<file path="src/rtl/axil_pause_pkg.sv">
// Shared definitions for the AXI4-Lite pause gate: FSM state encoding, response codes
// and the counter width helper.
package axil_pause_pkg;

    typedef logic [1:0] state_t;

    localparam state_t RUN    = 2'd0;
    localparam state_t DRAIN  = 2'd1;
    localparam state_t PAUSED = 2'd2;

    localparam logic [1:0] RESP_OKAY = 2'b00;

    // Bits needed to hold 0..max_trans inclusive.
    function automatic int unsigned cnt_width(input int unsigned max_trans);
        return $clog2(max_trans + 1);
    endfunction

endpackage

</file>
<file path="src/rtl/axil_pause_if.sv">
// AXI4-Lite bundle. The master modport drives requests; the slave modport answers them.
interface axil_pause_if #(
    parameter int unsigned ADDR_WIDTH = 32,
    parameter int unsigned DATA_WIDTH = 32
);
    logic [ADDR_WIDTH-1:0]   aw_addr;
    logic [2:0]              aw_prot;
    logic                    aw_valid;
    logic                    aw_ready;
    logic [DATA_WIDTH-1:0]   w_data;
    logic [DATA_WIDTH/8-1:0] w_strb;
    logic                    w_valid;
    logic                    w_ready;
    logic [1:0]              b_resp;
    logic                    b_valid;
    logic                    b_ready;
    logic [ADDR_WIDTH-1:0]   ar_addr;
    logic [2:0]              ar_prot;
    logic                    ar_valid;
    logic                    ar_ready;
    logic [DATA_WIDTH-1:0]   r_data;
    logic [1:0]              r_resp;
    logic                    r_valid;
    logic                    r_ready;

    modport master (
        output aw_addr, aw_prot, aw_valid, input aw_ready,
        output w_data, w_strb, w_valid, input w_ready,
        input b_resp, b_valid, output b_ready,
        output ar_addr, ar_prot, ar_valid, input ar_ready,
        input r_data, r_resp, r_valid, output r_ready
    );

    modport slave (
        input aw_addr, aw_prot, aw_valid, output aw_ready,
        input w_data, w_strb, w_valid, output w_ready,
        output b_resp, b_valid, input b_ready,
        input ar_addr, ar_prot, ar_valid, output ar_ready,
        output r_data, r_resp, r_valid, input r_ready
    );

endinterface

</file>
<file path="src/rtl/axil_pause_cnt.sv">
// Saturating up/down outstanding-transaction counter bounded to 0..MAX_TRANS.
module axil_pause_cnt
    import axil_pause_pkg::*;
#(
    parameter int unsigned MAX_TRANS = 7,
    parameter int unsigned CNT_W     = cnt_width(MAX_TRANS)
) (
    input  logic             clk,
    input  logic             rst,
    input  logic             inc,
    input  logic             dec,
    output logic [CNT_W-1:0] count,
    output logic             full
);

    localparam logic [CNT_W-1:0] MAX_CNT = CNT_W'(MAX_TRANS);

    logic [CNT_W-1:0] count_q, count_d;
    logic             empty;

    assign full  = (count_q == MAX_CNT);
    assign empty = (count_q == '0);
    assign count = count_q;

    always_comb begin
        count_d = count_q;
        if (inc && dec) begin
            count_d = count_q;
        end else if (inc && !full) begin
            count_d = count_q + CNT_W'(1);
        end else if (dec && !empty) begin
            count_d = count_q - CNT_W'(1);
        end
    end

    always_ff @(posedge clk) begin
        if (rst) begin
            count_q <= '0;
        end else begin
            count_q <= count_d;
        end
    end

endmodule

</file>
<file path="src/rtl/axil_pause.sv">
// AXI4-Lite pause gate: drains outstanding traffic on pause_req, then acknowledges.
// Bus widths follow the connected axil_pause_if; define AXIL_PAUSE_ASSERTIONS_EN for SVA checks.
module axil_pause
    import axil_pause_pkg::*;
#(
    parameter int unsigned MAX_TRANS = 7
) (
    input  logic         clk,
    input  logic         rst,
    input  logic         pause_req,
    output logic         pause_ack,
    axil_pause_if.slave  slv,
    axil_pause_if.master mst
);

    localparam int unsigned CNT_W = cnt_width(MAX_TRANS);

    state_t           state_q, state_d;
    logic             pend_aw_q, pend_w_q, pend_ar_q;
    logic [CNT_W-1:0] aw_cnt, w_cnt, ar_cnt;
    logic             aw_full, w_full, ar_full;
    logic             allow_aw, allow_w, allow_ar;
    logic             aw_hs, w_hs, ar_hs, b_hs, r_hs;
    logic             run, idle;

    // Payload and response channels pass straight through.
    assign mst.aw_addr = slv.aw_addr;
    assign mst.aw_prot = slv.aw_prot;
    assign mst.w_data  = slv.w_data;
    assign mst.w_strb  = slv.w_strb;
    assign mst.ar_addr = slv.ar_addr;
    assign mst.ar_prot = slv.ar_prot;
    assign slv.b_resp  = mst.b_resp;
    assign slv.b_valid = mst.b_valid;
    assign mst.b_ready = slv.b_ready;
    assign slv.r_data  = mst.r_data;
    assign slv.r_resp  = mst.r_resp;
    assign slv.r_valid = mst.r_valid;
    assign mst.r_ready = slv.r_ready;

    assign mst.aw_valid = slv.aw_valid & allow_aw;
    assign slv.aw_ready = mst.aw_ready & allow_aw;
    assign mst.w_valid  = slv.w_valid & allow_w;
    assign slv.w_ready  = mst.w_ready & allow_w;
    assign mst.ar_valid = slv.ar_valid & allow_ar;
    assign slv.ar_ready = mst.ar_ready & allow_ar;

    assign aw_hs = mst.aw_valid & mst.aw_ready;
    assign w_hs  = mst.w_valid & mst.w_ready;
    assign ar_hs = mst.ar_valid & mst.ar_ready;
    assign b_hs  = mst.b_valid & mst.b_ready;
    assign r_hs  = mst.r_valid & mst.r_ready;

    // While draining, only the half of a write that is still owed may pass, so every
    // accepted address eventually pairs with its data and a B can come back.
    assign run      = (state_q == RUN);
    assign allow_aw = pend_aw_q | (~aw_full & (run | (aw_cnt < w_cnt)));
    assign allow_w  = pend_w_q | (~w_full & (run | (w_cnt < aw_cnt)));
    assign allow_ar = pend_ar_q | (~ar_full & run);

    assign idle = (aw_cnt == '0) & (w_cnt == '0) & (ar_cnt == '0)
                & ~(pend_aw_q | pend_w_q | pend_ar_q);

    axil_pause_cnt #(.MAX_TRANS(MAX_TRANS), .CNT_W(CNT_W)) u_aw_cnt (
        .clk   (clk),
        .rst   (rst),
        .inc   (aw_hs),
        .dec   (b_hs),
        .count (aw_cnt),
        .full  (aw_full)
    );

    axil_pause_cnt #(.MAX_TRANS(MAX_TRANS), .CNT_W(CNT_W)) u_w_cnt (
        .clk   (clk),
        .rst   (rst),
        .inc   (w_hs),
        .dec   (b_hs),
        .count (w_cnt),
        .full  (w_full)
    );

    axil_pause_cnt #(.MAX_TRANS(MAX_TRANS), .CNT_W(CNT_W)) u_ar_cnt (
        .clk   (clk),
        .rst   (rst),
        .inc   (ar_hs),
        .dec   (r_hs),
        .count (ar_cnt),
        .full  (ar_full)
    );

    always_comb begin
        state_d = state_q;
        case (state_q)
            RUN:     if (pause_req) state_d = DRAIN;
            DRAIN:   if (!pause_req) state_d = RUN;
                     else if (idle) state_d = PAUSED;
            PAUSED:  if (!pause_req) state_d = RUN;
            default: state_d = RUN;
        endcase
    end

    // A pending flag marks a valid already presented downstream; it keeps the gate open
    // until that transfer completes.
    always_ff @(posedge clk) begin
        if (rst) begin
            state_q   <= RUN;
            pend_aw_q <= 1'b0;
            pend_w_q  <= 1'b0;
            pend_ar_q <= 1'b0;
        end else begin
            state_q   <= state_d;
            pend_aw_q <= mst.aw_valid & ~mst.aw_ready;
            pend_w_q  <= mst.w_valid & ~mst.w_ready;
            pend_ar_q <= mst.ar_valid & ~mst.ar_ready;
        end
    end

    assign pause_ack = (state_q == PAUSED);

`ifdef AXIL_PAUSE_ASSERTIONS_EN
    localparam logic [CNT_W-1:0] MAX_CNT = CNT_W'(MAX_TRANS);

    a_cnt_range: assert property (@(posedge clk) disable iff (rst)
        (aw_cnt <= MAX_CNT) && (w_cnt <= MAX_CNT) && (ar_cnt <= MAX_CNT))
        else $error("axil_pause: counter out of range");
    a_b_underflow: assert property (@(posedge clk) disable iff (rst)
        b_hs |-> (aw_cnt != '0) && (w_cnt != '0))
        else $error("axil_pause: B handshake with no outstanding write");
    a_r_underflow: assert property (@(posedge clk) disable iff (rst)
        r_hs |-> (ar_cnt != '0))
        else $error("axil_pause: R handshake with no outstanding read");
    a_aw_stable: assert property (@(posedge clk) disable iff (rst) pend_aw_q |-> mst.aw_valid)
        else $error("axil_pause: mst aw_valid dropped without ready");
    a_w_stable: assert property (@(posedge clk) disable iff (rst) pend_w_q |-> mst.w_valid)
        else $error("axil_pause: mst w_valid dropped without ready");
    a_ar_stable: assert property (@(posedge clk) disable iff (rst) pend_ar_q |-> mst.ar_valid)
        else $error("axil_pause: mst ar_valid dropped without ready");
    a_paused_quiet: assert property (@(posedge clk) disable iff (rst)
        (state_q == PAUSED) |-> !(aw_hs || w_hs || ar_hs))
        else $error("axil_pause: request handshake while paused");
`endif

endmodule

</file>
<file path="src/flat_wrapper.sv">
// flat-port wrapper written by rule: the top's interface ports become plain ports
module axil_pause_flat import axil_pause_pkg::*;
#(
    parameter int unsigned MAX_TRANS = 7
)
  (clk, rst, pause_req, pause_ack, slv_aw_addr, slv_aw_prot, slv_aw_valid, slv_aw_ready, slv_w_data, slv_w_strb, slv_w_valid, slv_w_ready, slv_b_resp, slv_b_valid, slv_b_ready, slv_ar_addr, slv_ar_prot, slv_ar_valid, slv_ar_ready, slv_r_data, slv_r_resp, slv_r_valid, slv_r_ready, mst_aw_addr, mst_aw_prot, mst_aw_valid, mst_aw_ready, mst_w_data, mst_w_strb, mst_w_valid, mst_w_ready, mst_b_resp, mst_b_valid, mst_b_ready, mst_ar_addr, mst_ar_prot, mst_ar_valid, mst_ar_ready, mst_r_data, mst_r_resp, mst_r_valid, mst_r_ready);
  axil_pause_if #(.ADDR_WIDTH(32), .DATA_WIDTH(32)) slv_i ();
  axil_pause_if #(.ADDR_WIDTH(32), .DATA_WIDTH(32)) mst_i ();
  input  logic clk;
  input  logic rst;
  input  logic pause_req;
  output logic pause_ack;
  input wire logic [$bits(slv_i.aw_addr)-1:0] slv_aw_addr;
  input wire logic [$bits(slv_i.aw_prot)-1:0] slv_aw_prot;
  input wire logic [$bits(slv_i.aw_valid)-1:0] slv_aw_valid;
  output wire logic [$bits(slv_i.aw_ready)-1:0] slv_aw_ready;
  input wire logic [$bits(slv_i.w_data)-1:0] slv_w_data;
  input wire logic [$bits(slv_i.w_strb)-1:0] slv_w_strb;
  input wire logic [$bits(slv_i.w_valid)-1:0] slv_w_valid;
  output wire logic [$bits(slv_i.w_ready)-1:0] slv_w_ready;
  output wire logic [$bits(slv_i.b_resp)-1:0] slv_b_resp;
  output wire logic [$bits(slv_i.b_valid)-1:0] slv_b_valid;
  input wire logic [$bits(slv_i.b_ready)-1:0] slv_b_ready;
  input wire logic [$bits(slv_i.ar_addr)-1:0] slv_ar_addr;
  input wire logic [$bits(slv_i.ar_prot)-1:0] slv_ar_prot;
  input wire logic [$bits(slv_i.ar_valid)-1:0] slv_ar_valid;
  output wire logic [$bits(slv_i.ar_ready)-1:0] slv_ar_ready;
  output wire logic [$bits(slv_i.r_data)-1:0] slv_r_data;
  output wire logic [$bits(slv_i.r_resp)-1:0] slv_r_resp;
  output wire logic [$bits(slv_i.r_valid)-1:0] slv_r_valid;
  input wire logic [$bits(slv_i.r_ready)-1:0] slv_r_ready;
  output wire logic [$bits(mst_i.aw_addr)-1:0] mst_aw_addr;
  output wire logic [$bits(mst_i.aw_prot)-1:0] mst_aw_prot;
  output wire logic [$bits(mst_i.aw_valid)-1:0] mst_aw_valid;
  input wire logic [$bits(mst_i.aw_ready)-1:0] mst_aw_ready;
  output wire logic [$bits(mst_i.w_data)-1:0] mst_w_data;
  output wire logic [$bits(mst_i.w_strb)-1:0] mst_w_strb;
  output wire logic [$bits(mst_i.w_valid)-1:0] mst_w_valid;
  input wire logic [$bits(mst_i.w_ready)-1:0] mst_w_ready;
  input wire logic [$bits(mst_i.b_resp)-1:0] mst_b_resp;
  input wire logic [$bits(mst_i.b_valid)-1:0] mst_b_valid;
  output wire logic [$bits(mst_i.b_ready)-1:0] mst_b_ready;
  output wire logic [$bits(mst_i.ar_addr)-1:0] mst_ar_addr;
  output wire logic [$bits(mst_i.ar_prot)-1:0] mst_ar_prot;
  output wire logic [$bits(mst_i.ar_valid)-1:0] mst_ar_valid;
  input wire logic [$bits(mst_i.ar_ready)-1:0] mst_ar_ready;
  input wire logic [$bits(mst_i.r_data)-1:0] mst_r_data;
  input wire logic [$bits(mst_i.r_resp)-1:0] mst_r_resp;
  input wire logic [$bits(mst_i.r_valid)-1:0] mst_r_valid;
  output wire logic [$bits(mst_i.r_ready)-1:0] mst_r_ready;
  assign slv_i.aw_addr = slv_aw_addr;
  assign slv_i.aw_prot = slv_aw_prot;
  assign slv_i.aw_valid = slv_aw_valid;
  assign slv_aw_ready = slv_i.aw_ready;
  assign slv_i.w_data = slv_w_data;
  assign slv_i.w_strb = slv_w_strb;
  assign slv_i.w_valid = slv_w_valid;
  assign slv_w_ready = slv_i.w_ready;
  assign slv_b_resp = slv_i.b_resp;
  assign slv_b_valid = slv_i.b_valid;
  assign slv_i.b_ready = slv_b_ready;
  assign slv_i.ar_addr = slv_ar_addr;
  assign slv_i.ar_prot = slv_ar_prot;
  assign slv_i.ar_valid = slv_ar_valid;
  assign slv_ar_ready = slv_i.ar_ready;
  assign slv_r_data = slv_i.r_data;
  assign slv_r_resp = slv_i.r_resp;
  assign slv_r_valid = slv_i.r_valid;
  assign slv_i.r_ready = slv_r_ready;
  assign mst_aw_addr = mst_i.aw_addr;
  assign mst_aw_prot = mst_i.aw_prot;
  assign mst_aw_valid = mst_i.aw_valid;
  assign mst_i.aw_ready = mst_aw_ready;
  assign mst_w_data = mst_i.w_data;
  assign mst_w_strb = mst_i.w_strb;
  assign mst_w_valid = mst_i.w_valid;
  assign mst_i.w_ready = mst_w_ready;
  assign mst_i.b_resp = mst_b_resp;
  assign mst_i.b_valid = mst_b_valid;
  assign mst_b_ready = mst_i.b_ready;
  assign mst_ar_addr = mst_i.ar_addr;
  assign mst_ar_prot = mst_i.ar_prot;
  assign mst_ar_valid = mst_i.ar_valid;
  assign mst_i.ar_ready = mst_ar_ready;
  assign mst_i.r_data = mst_r_data;
  assign mst_i.r_resp = mst_r_resp;
  assign mst_i.r_valid = mst_r_valid;
  assign mst_r_ready = mst_i.r_ready;
  axil_pause #(.MAX_TRANS(MAX_TRANS)) u_core (.clk(clk), .rst(rst), .pause_req(pause_req), .pause_ack(pause_ack), .slv(slv_i), .mst(mst_i));
endmodule
</file>
<file path="config.mk">
export PLATFORM = sky130hd
export DESIGN_NAME = axil_pause_flat
export DESIGN_NICKNAME = d
export VERILOG_FILES = /design/src/rtl/axil_pause_pkg.sv /design/src/rtl/axil_pause_if.sv /design/src/rtl/axil_pause_cnt.sv /design/src/rtl/axil_pause.sv /design/src/flat_wrapper.sv
export SDC_FILE = /design/constraint.sdc
export NUM_CORES = 1
export LEC_CHECK = 0
export CAP_MARGIN = 20
export CORE_AREA = 2 2 121 123
export CTS_CLUSTER_DIAMETER = 60
export DETAILED_ROUTE_END_ITERATION = 16
export DIE_AREA = 0 0 123 125
export GPL_ROUTABILITY_DRIVEN = 0
export PLACE_DENSITY = 0.52
export SETUP_SLACK_MARGIN = 0.2
export SLEW_MARGIN = 0
export SYNTH_ARGS = -nofsm -noshare
export SYNTH_HDL_FRONTEND = slang
export SYNTH_SLANG_ARGS = --single-unit
</file>
<file path="constraint.sdc">
create_clock -name clk -period 3 [get_ports clk]
set_input_delay 0.75 -clock clk [delete_from_list [all_inputs] [get_ports clk]]
set_output_delay 0.75 -clock clk [all_outputs]
set_load 0.005 [all_outputs]
</file>
==> flow_metrics.env, run 1 <==
export IMPL_final_area_um2=1510
export IMPL_holdCritStartpoint="u_core.u_w_cnt.count[2]"
export IMPL_io_pins=308
export IMPL_clkTransAtPathRegs_ns=0.05
export IMPL_insertion_delay_ns=0.24
export IMPL_ys_types=35
export IMPL_clock_skew_final_ns=0.00325
export IMPL_max_cap_viol_count=0
export IMPL_layout_commonest_cell="clkdlybuf4s50_1"
export IMPL_synthXorXnorAreaFrac_pct=2.65
export IMPL_worstMarginPinSlew_ns=0.609
export IMPL_drive_above_1_share_pct=15.6
export IMPL_crit_end="slv_aw_ready"
export IMPL_p_leak_nw=0.515
export IMPL_netlist_instances=247
export IMPL_synth_top_family_by_area="buffers and inverters"
export IMPL_rsz0062_at_grt="true"
export IMPL_hpwl_um=3040
export IMPL_postCtsHoldBufs=0
export IMPL_grt_pass1_wl_um=5750
export IMPL_crit_required_ns=2.25
export IMPL_synth_edff_count=0
export IMPL_initial_core_util_pct=14.0
export IMPL_reg2reg_slack_ns=0.72
export IMPL_finalHoldViolations=0
export IMPL_r2r_end="u_core.u_aw_cnt.count[2]"
export IMPL_max_freq_mhz=367
export IMPL_fin_tns_setup_ns=0
export IMPL_syn_area_per_cell_um2=8.04
export IMPL_rows=44
export IMPL_ant_nets=0
export IMPL_num_vias=999
export IMPL_first_global_vias=1055
export IMPL_die_area_um2=15400
export IMPL_powerDensity_nw_per_um2=684
export IMPL_grt_max_degree=15
export IMPL_yosys_area_share_adder_pct=4.91
export IMPL_numClockSinks=14
export IMPL_wl_per_cell_um=12.2
export IMPL_n_fill_cell=1672
export IMPL_dpl_cell_area_um2=1350
export IMPL_grt_ovfl_total=0
export IMPL_worstPathArrival_ns=1.97
export IMPL_postRouteWirelength_um=3820
export IMPL_synth_simple_area_share_pct=11.8
export IMPL_nets=291
export IMPL_drt_first_iter_violations=51
export IMPL_syn_to_final_growth_pct=-23.9
export IMPL_netlist_area_um2=1990
export IMPL_min_period_ns=2.72
export IMPL_antenna_found_initial=0
export IMPL_core_area_um2=14200
export IMPL_synth_main_ff_cell="dfxtp_1"
export IMPL_cts_root_buffer="clkbuf_16"
export IMPL_hold_path_class="reg -> reg"
export IMPL_cts_buffers_inserted=3
export IMPL_n_antenna_cell=0
export IMPL_final_cell_mix="20 x clkdlybuf4s50_1, 11 x dfxtp_1, 6 x inv_1, 6 x nand3_1, 6 x nor2_1"
export IMPL_synth_compound_area_share_pct=8.51
export IMPL_reg2reg_from="u_core.u_w_cnt.count[1]"
export IMPL_crit_start="mst_aw_ready"
export IMPL_setup_worst_path_end_class="output pin"
export IMPL_synth_nets=408
export IMPL_drc_errors=0
export IMPL_die_h_um=125
export IMPL_clockBufferDepth=2
export IMPL_setup_viol=0
export IMPL_ff2ff_path_depth=9
export IMPL_relSlewSlack_pct=59.3
export IMPL_outcome="finished, final reports clean"
export IMPL_async_flop_share_pct=0
export IMPL_globalRouteTotalUtil_pct=4.87
export IMPL_critPathMaxFanout=4
export IMPL_drv_slew=0
export IMPL_drtPass1Iterations=4
export IMPL_htreeDepth=1
export IMPL_viasPerCell=3.20
export IMPL_crit_type="in -> out"
export IMPL_cp_start_kind="input port"
export IMPL_io_buffer_count=23
export IMPL_synthMuxAreaShare_pct=1.51
export IMPL_ys_seq_area_share_pct=14.1
export IMPL_yosys_warnings=0
export IMPL_cts_tree="yes"
export IMPL_yosys_register_bits=14
export IMPL_peakVddDrop_mv=0.190
export IMPL_die_w_um=123
export IMPL_final_period_utilization_pct=90.8
per-stage QoR:
step | cells | total power [mW] | hold slack (ns) | util [%] | worst slack [ns]
2_1_floorplan | 247 | 0.698 | 0.472 | - | 0.810
3_3_place_gp | 308 | 0.672 | 0.489 | 9.53 | 0.203
3_5_place_dp | 308 | 0.679 | 0.501 | 9.53 | 0.147
4_1_cts | 312 | 1.05 | 0.508 | 10.6 | 0.202
5_1_grt | 312 | 1.12 | 0.551 | 10.6 | 0.159
6_report | 312 | 1.03 | 0.502 | 10.6 | 0.276
cell type report:
class / count / area [um2] / share of cell area [%]
multi-input cells: 80 / 649 / 43.0
flip-flops and latches: 14 / 289 / 19.1
repair buffers: 25 / 245 / 16.2
well taps: 184 / 230 / 15.2
clock buffers: 3 / 75.1 / 4.97
inverters: 6 / 22.5 / 1.49
Yosys cell counts, drive strengths merged, types with 3 or more instances:
library cell	instances	area (um2)
nor3b	3	22.5
mux2i	3	30.0
or3	3	18.8
dfxtp	14	280
nor3	4	20.0
o21ai	6	30.0
xnor2	4	35.0
nand2	4	15.0
fa	3	60.1
nand2b	6	37.5
and2	4	27.5
a21oi	5	25.0
nand3	6	30.0
ha	3	37.5
nor2	9	41.3
inv	6	22.5
buf	146	1100
power breakdown:
part / switching, mW / internal [mW] / leakage, nW
combinational: 0.242 / 0.259 / 0.361
clock: 0.0741 / 0.174 / 0.0370
sequential: 0.0542 / 0.231 / 0.117
sequential cells by signal (all words and copies together) (netlist names):
name	flops
u_core.u_aw_cnt.count	3
u_core.u_ar_cnt.count	3
u_core.pend_aw_q	1
u_core.u_w_cnt.count	3
u_core.pend_w_q	1
u_core.pend_ar_q	1
u_core.state_q	2
metal layers:
layer / GRT usage (%) / wire length, um / part of all wire, % / vias up
met4: 5.82 / 459 / 12 / 0
li1: - / - / - / 418
met5: 0 / 0 / 0 / -
met3: 2.19 / 446 / 12 / 70
met1: 5.51 / 1430 / 37 / 451
met2: 6.04 / 1490 / 39 / 60
logic make-up (layout without fill, tap and decap cells):
| kind of cell | count (synthesis) | in the layout |
|---|---|---|
| XOR/XNOR | 6 | 6 |
| AO/OA/AOI/OAI | 23 | 23 |
| adder cells (fa/ha/maj) | 6 | 6 |
| multiplexers | 3 | 3 |
| buffers and inverters | 153 | 34 |
| AND/OR/NAND/NOR | 42 | 42 |
| flip-flops | 14 | 14 |
repair_timing:
action / 4_1_cts / 5_1_grt
buffers inserted: 1 / 0
endpoints found under the setup margin: 4 / 2
pin swaps: 3 / 1
resized for setup: 16 / 3
how the worst min path moves through the flow:
stage	endpoint	slack, ns	cells after the start
after floorplan	u_core.u_ar_cnt.count[2]	0.47	2
after global placement	u_core.u_ar_cnt.count[2]	0.49	2
after detailed placement	u_core.u_ar_cnt.count[2]	0.50	2
after CTS	u_core.u_ar_cnt.count[2]	0.51	2
after global routing	u_core.u_w_cnt.count[2]	0.55	2
final	u_core.u_w_cnt.count[2]	0.50	2
worst max-delay path, stage by stage:
cell             delay [ns]
clkdlybuf4s50_1        0.53
a21boi_1               0.18
clkdlybuf4s50_1        0.52
(Power assumes the default switching activity.)
==> run 2: changes to the inputs <==
SLEW_MARGIN = 25   (was 0)
==> results of run 2 <==
No change in the layout: final DEF, timing and power equal those of run 1.
